`src/rtl/calculation_unit_exponent_stage.sv`:
```
`default_nettype none
// ============================================================================
//  Module   : calculation_unit_exponent_stage
//  Purpose  : Registered exponent-select stage of the calculation unit.
//             Selects the result exponent from the aligned operand exponents
//             (optionally halved with floor rounding) or from the external
//             adder/subtractor. Sign-extends the result to EXP_W+EXT_W bits
//             and flags values outside [MIN_EXP, MAX_EXP]. A valid/ready
//             output register backed by one skid entry decouples the
//             alignment stage from the normaliser.
//  Ports    : clk, reset (async, active-high), flush (sync clear)
//             in_valid / in_ready          - upstream handshake
//             exp_select [2:0]             - 0=A 1=B 2=ADD 3=SUB 4=B_SHR
//                                            5=A_SHR, 6..7 select A
//             aligned_exponent_a/b [EXP_W] - signed operand exponents
//             exponent_adder/subtractor    - signed, already OUT_W wide
//             out_valid / out_ready        - downstream handshake
//             calculated_exponent [OUT_W]  - selected exponent, signed
//             ovf_flag / unf_flag          - range flags of that exponent
//  Revision : 1.0 - initial release
// ============================================================================
module calculation_unit_exponent_stage #(
    parameter int EXP_W   = 8,
    parameter int EXT_W   = 2,
    parameter int MAX_EXP = 127,
    parameter int MIN_EXP = -126
) (
    input  logic                   clk,
    input  logic                   reset,
    input  logic                   flush,
    input  logic                   in_valid,
    output logic                   in_ready,
    input  logic [2:0]             exp_select,
    input  logic [EXP_W-1:0]       aligned_exponent_a,
    input  logic [EXP_W-1:0]       aligned_exponent_b,
    input  logic [EXP_W+EXT_W-1:0] exponent_adder,
    input  logic [EXP_W+EXT_W-1:0] exponent_subtractor,
    output logic                   out_valid,
    input  logic                   out_ready,
    output logic [EXP_W+EXT_W-1:0] calculated_exponent,
    output logic                   ovf_flag,
    output logic                   unf_flag
);

    localparam int c_out_w = EXP_W + EXT_W;

    localparam logic signed [c_out_w-1:0] c_max_exp = c_out_w'(MAX_EXP);
    localparam logic signed [c_out_w-1:0] c_min_exp = c_out_w'(MIN_EXP);

    // Occupancy of the stage: output register only, or output plus skid.
    localparam logic [1:0] c_st_empty = 2'd0;
    localparam logic [1:0] c_st_one   = 2'd1;
    localparam logic [1:0] c_st_two   = 2'd2;

    logic [1:0]               r_state;
    logic [c_out_w-1:0]       r_skid_exp;
    logic                     r_skid_ovf;
    logic                     r_skid_unf;

    logic signed [c_out_w-1:0] w_ext_a;
    logic signed [c_out_w-1:0] w_ext_b;
    logic signed [c_out_w-1:0] w_sel;
    logic                      w_ovf;
    logic                      w_unf;
    logic                      w_accept;
    logic                      w_consume;

    // ------------------------------------------------------------------
    // Exponent selection (before the pipeline register)
    // ------------------------------------------------------------------
    assign w_ext_a = {{EXT_W{aligned_exponent_a[EXP_W-1]}}, aligned_exponent_a};
    assign w_ext_b = {{EXT_W{aligned_exponent_b[EXP_W-1]}}, aligned_exponent_b};

    // Arithmetic shift of a signed value rounds toward minus infinity,
    // which is exactly floor(x/2) for the halved-exponent selections.
    always_comb begin
        w_sel = w_ext_a;
        case (exp_select)
            3'd0:    w_sel = w_ext_a;
            3'd1:    w_sel = w_ext_b;
            3'd2:    w_sel = exponent_adder;
            3'd3:    w_sel = exponent_subtractor;
            3'd4:    w_sel = w_ext_b >>> 1;
            3'd5:    w_sel = w_ext_a >>> 1;
            default: w_sel = w_ext_a;
        endcase
    end

    assign w_ovf = (w_sel > c_max_exp);
    assign w_unf = (w_sel < c_min_exp);

    assign w_accept  = in_valid && in_ready;
    assign w_consume = out_valid && out_ready;

    // ------------------------------------------------------------------
    // Output register + skid entry. in_ready and out_valid are kept as
    // registered copies of the occupancy so neither depends on the
    // downstream handshake combinationally.
    // ------------------------------------------------------------------
    always_ff @(posedge clk or posedge reset) begin
        if (reset) begin
            r_state             <= c_st_empty;
            out_valid           <= 1'b0;
            in_ready            <= 1'b1;
            calculated_exponent <= '0;
            ovf_flag            <= 1'b0;
            unf_flag            <= 1'b0;
            r_skid_exp          <= '0;
            r_skid_ovf          <= 1'b0;
            r_skid_unf          <= 1'b0;
        end else if (flush) begin
            // Stored data is left in place; only the valid state is dropped.
            r_state   <= c_st_empty;
            out_valid <= 1'b0;
            in_ready  <= 1'b1;
        end else begin
            case (r_state)
                c_st_empty: begin
                    if (w_accept) begin
                        calculated_exponent <= w_sel;
                        ovf_flag            <= w_ovf;
                        unf_flag            <= w_unf;
                        out_valid           <= 1'b1;
                        r_state             <= c_st_one;
                    end
                end
                c_st_one: begin
                    if (w_accept && w_consume) begin
                        calculated_exponent <= w_sel;
                        ovf_flag            <= w_ovf;
                        unf_flag            <= w_unf;
                    end else if (w_accept) begin
                        // Output is stalled: park the new entry in the skid.
                        r_skid_exp <= w_sel;
                        r_skid_ovf <= w_ovf;
                        r_skid_unf <= w_unf;
                        in_ready   <= 1'b0;
                        r_state    <= c_st_two;
                    end else if (w_consume) begin
                        out_valid <= 1'b0;
                        r_state   <= c_st_empty;
                    end
                end
                c_st_two: begin
                    // in_ready is low here, so only the skid-to-output move occurs.
                    if (w_consume) begin
                        calculated_exponent <= r_skid_exp;
                        ovf_flag            <= r_skid_ovf;
                        unf_flag            <= r_skid_unf;
                        in_ready            <= 1'b1;
                        r_state             <= c_st_one;
                    end
                end
                default: begin
                    r_state   <= c_st_empty;
                    out_valid <= 1'b0;
                    in_ready  <= 1'b1;
                end
            endcase
        end
    end

endmodule
`default_nettype wire
```
`config.mk`:
```
export PLATFORM = sky130hd
export DESIGN_NAME = calculation_unit_exponent_stage
export DESIGN_NICKNAME = d
export VERILOG_FILES = /design/src/rtl/calculation_unit_exponent_stage.sv
export SDC_FILE = /design/constraint.sdc
export NUM_CORES = 1
export LEC_CHECK = 0
export CAP_MARGIN = 15
export CORE_MARGIN = 8
export CORE_UTILIZATION = 40
export CTS_CLUSTER_SIZE = 25
export DETAILED_ROUTE_END_ITERATION = 8
export PLACE_DENSITY = 0.7
export SLEW_MARGIN = 30
export SYNTH_ARGS = -nofsm -noshare
export SYNTH_HDL_FRONTEND = slang
export SYNTH_SLANG_ARGS = --single-unit
```
`constraint.sdc`:
```
create_clock -name clk -period 2.5 [get_ports clk]
set_input_delay 0.5 -clock clk [delete_from_list [all_inputs] [get_ports clk]]
set_output_delay 0.5 -clock clk [all_outputs]
set_load 0.02 [all_outputs]
```
==> results summary <==
The synthesized area came out at 1870 sq um. STA classifies the critical path startpoint as a primary input. The number of nets with antenna violations after detailed routing came out at 0.

The congestion estimate from routability-driven global placement came to 0.898. The cell internal power dissipation came out at 1.18 mW. TritonCTS built the clock tree. The count of pins over their slew limit came out at 0. The power per cell area is 701 nW/um^2. The leakage power came out at 1.04 nW. 0 antenna diodes ended up in the layout. The starting utilization of the core area is 0.406. The power share of the clock group came out at 0.137.

The area growth from synthesis to layout is 37.1%. The first-iteration detailed-routing DRC count came out at 157. Walking the worst path, the cells encountered are clkdlybuf4s50_1 > buf_12 > mux2i_1 > mux2i_1 > o22a_1 > nor4_2 > nand4_1 > a41oi_2. Entering global routing, the biggest net connects 31 pins.

The leading register cell type out of synthesis is sky130_fd_sc_hd__dfrtp_1. The final cycle utilization of the critical path is 0.886. On the critical path, the stage with the largest delay is an instance of sky130_fd_sc_hd__clkdlybuf4s50_1. The tool flagged a number of max-cap violations equal to 0. The setup path with the least slack is of type primary input to register. CTS built an H-tree with a depth of 1. The peak per-stage delay on the critical path came out at 0.51 ns.

The root buffer cell chosen for the clock tree is sky130_fd_sc_hd__clkbuf_8. The overall power of the completed layout is 1.80 mW. The via count of the first global-routing pass came to 1,638. In the final layout, the share of cells above drive strength 1 is 0.109. The maximum operating frequency is 451 MHz. The total number of clock tree sinks came out at 28.

The wire length of the first global-routing pass is 8050 microns. At the pin with the least slew margin, the transition time is 0.387 ns. For this run, design rule violations remaining after detail routing come to 0.

STA classifies the critical path endpoint as a register. The clock edge transition at the registers on the reported setup and hold paths is 0.09 ns. For this block, the routed nets add up to 4750 microns of wire. The worst hold path belongs to the class register to register. The proportion of synthesized chip area in sequential cells came out at 0.376. Setup repair after global routing left no endpoint under its margin. The count of flip-flops with a built-in enable after synthesis is 0. The clock arrives with 0.00170 ns of skew.

The number of vias per cell after detailed routing came out at 5.37. The first-pass detailed-route iteration total is 4. The count of unique library cells instantiated by Yosys came out at 44. Buffers inserted to repair hold after CTS numbered 0. The detailed-placement wirelength estimate came out at 3710 microns. The number of core rows came out at 25.

The synthesized instance count came out at 206. The fraction of post-synthesis cell area in the top cell type by area is 0.362. Counting along the longest clock path gives a buffer depth of 2. The later-pin clock latency in the skew report came out at 0.27 ns. The number of top-level pins is 58. The proportion of total power due to net switching is 0.341. The full die area is 7110 sq um. The count of buffers from port buffering is 57. The buffer count from post-CTS setup fixing is 0.

In this run the horizontal extent of the chip is 84.3 microns. By count the netlist is led by 34 x sky130_fd_sc_hd__nand2_1, 27 x sky130_fd_sc_hd__dfrtp_1, 13 x sky130_fd_sc_hd__a21oi_1. The maximum VDD drop came out at 0.522 mV.

The largest fanout of any net on the critical path is 30. The number of vias after detailed routing is 1,713. The most numerous cell type found on the critical path is sky130_fd_sc_hd__mux2i_1. The total area inside the core boundary comes to 4600 sq um. The flow ran to the end, and the final reports show no timing, DRC or antenna violations. For the worst setup path, the data required time is 2.70 ns. Summed over all instances, the cell type with the most area after synthesis is sky130_fd_sc_hd__dfrtp_1. The number of setup violations in the final report is 0.

The Yosys step of the flow raised 0 warnings. The reported net switching power is 612 uW. The number of nets in the final layout came out at 310. STA puts the critical path data arrival time at 2.41 ns. The initial antenna violation count was 0. The share of total power dissipated in combinational logic is 0.442.

The number of instances resized during post-cts repair is 0. In this run the vertical extent of the chip is 84.3 microns. Of the total power, registers draw 0.421. The async set or reset register ratio after synthesis came out at 1.00. The final period demand of the worst path came out at 2.21 ns. The post-synth net total came out at 250. The mean area per synthesized cell came out at 9.07 sq um.

Yosys instantiated no cell more often than sky130_fd_sc_hd__nand2_1. For the final routed database, the setup TNS stands at 0 ns. For this run, the total global-route usage over all layers was measured as 0.133.

In the final routed layout, each cell accounts on average for 14.9 microns. The number of hold violations in the final report was 0. The TritonCTS buffer count came out at 3. Ranked by total cell area, the synthesized netlist is headed by sky130_fd_sc_hd__dfrtp_1 36%, sky130_fd_sc_hd__nand2_1 6.8%, sky130_fd_sc_hd__mux2i_1 5.9%.

The worst slew margin relative to its limit came out at 0.742. The sum of overflow across all layers after global routing came out at 0. The register bit total from synthesis is 28.
[sequential cells by signal, indices dropped and copies added (netlist names)]
signal               count
calculated_exponent     10
r_skid_exp              10
r_state                  2
in_ready                 1
out_valid                1
ovf_flag                 1
r_skid_ovf               1
r_skid_unf               1
unf_flag                 1
[power groups by stage]
stage | logic, mW | registers (mW) | clock network (mW)
after CTS | 0.804 | 0.755 | 0.259
after floorplan | 0.348 | 0.857 | 0
after detailed placement | 0.803 | 0.764 | 0
after global routing | 0.870 | 0.779 | 0.283
after global placement | 0.793 | 0.762 | 0
final | 0.794 | 0.756 | 0.247
[metal layers]
metal / routed length (microns) / track usage
met5: 0 / 0
met4: 22 / 0.0201
met3: 167 / 0.0271
met2: 2360 / 0.215
met1: 2200 / 0.181
[critical path, delay by kind of cell]
kind	cells	cell delay (ns)
AO/OA/AOI/OAI	2	0.44
multiplexers	2	0.29
AND/OR/NAND/NOR	2	0.45
buffers and inverters	2	0.71
[per-stage QoR]
step	hold WS, ns	setup WS (ns)	util	instances	area (sq um)
after floorplan	0.450	0.600	-	206	1870
after global placement	0.463	0.0178	0.547	315	2520
after detailed placement	0.471	-0.0228	0.547	315	2520
after CTS	0.493	0.291	0.557	319	2560
after global routing	0.520	0.120	0.557	319	2560
final	0.490	0.285	0.557	319	2560
[cell type report]
class / instances / area (sq um)
clock buffers: 4 / 45.0
flip-flops and latches: 28 / 702
well taps: 54 / 67.6
fillers: 416 / 2040
multi-input cells: 160 / 1050
repair buffers: 69 / 686
inverters: 4 / 15.0
[final timing paths]
| check | depth (start not counted) | slack, ns | to | start |
|---|---|---|---|---|
| setup / recovery | 8 | 0.29 | unf_flag$_DFFE_PP0P_ | exp_select[0] |
| hold / removal | 2 | 0.49 | r_skid_exp[2]$_DFFE_PP0P_ | r_skid_exp[2]$_DFFE_PP0P_ |
| setup reg to reg | 5 | 0.64 | calculated_exponent[7]$_DFFE_PP0P_ | in_ready$_DFFE_PP1P_ |
| hold reg to reg | 2 | 0.49 | r_skid_exp[2]$_DFFE_PP0P_ | r_skid_exp[2]$_DFFE_PP0P_ |
| max in group asynchronous | 3 | 1.61 | in_ready$_DFFE_PP1P_ | reset |
| min in group asynchronous | 3 | 0.59 | out_valid$_DFFE_PP0P_ | reset |
[kinds of logic after synthesis]
| kind of cell | Yosys count | share of synthesized area |
|---|---|---|
| AO/OA/AOI/OAI | 64 | 0.225 |
| buffers and inverters | 18 | 0.0643 |
| flip-flops | 28 | 0.376 |
| multiplexers | 23 | 0.137 |
| AND/OR/NAND/NOR | 73 | 0.198 |
[placed cells by master (no fill, tap or decap), drive strengths merged, types with 3 or more instances in the layout]
master         count
clkdlybuf4s50     57
nand2             34
dfrtp             27
a21oi             15
o21ai             14
buf               12
mux2i             11
mux2              11
nor2               9
nand3b             7
nand2b             7
o22ai              5
nor2b              5
a31oi              5
inv                4
o21bai             4
o211ai             4
clkbuf             4
o22a               3
nand3              3
o21a               3
Note: power is estimated with default switching activity, not from simulation.
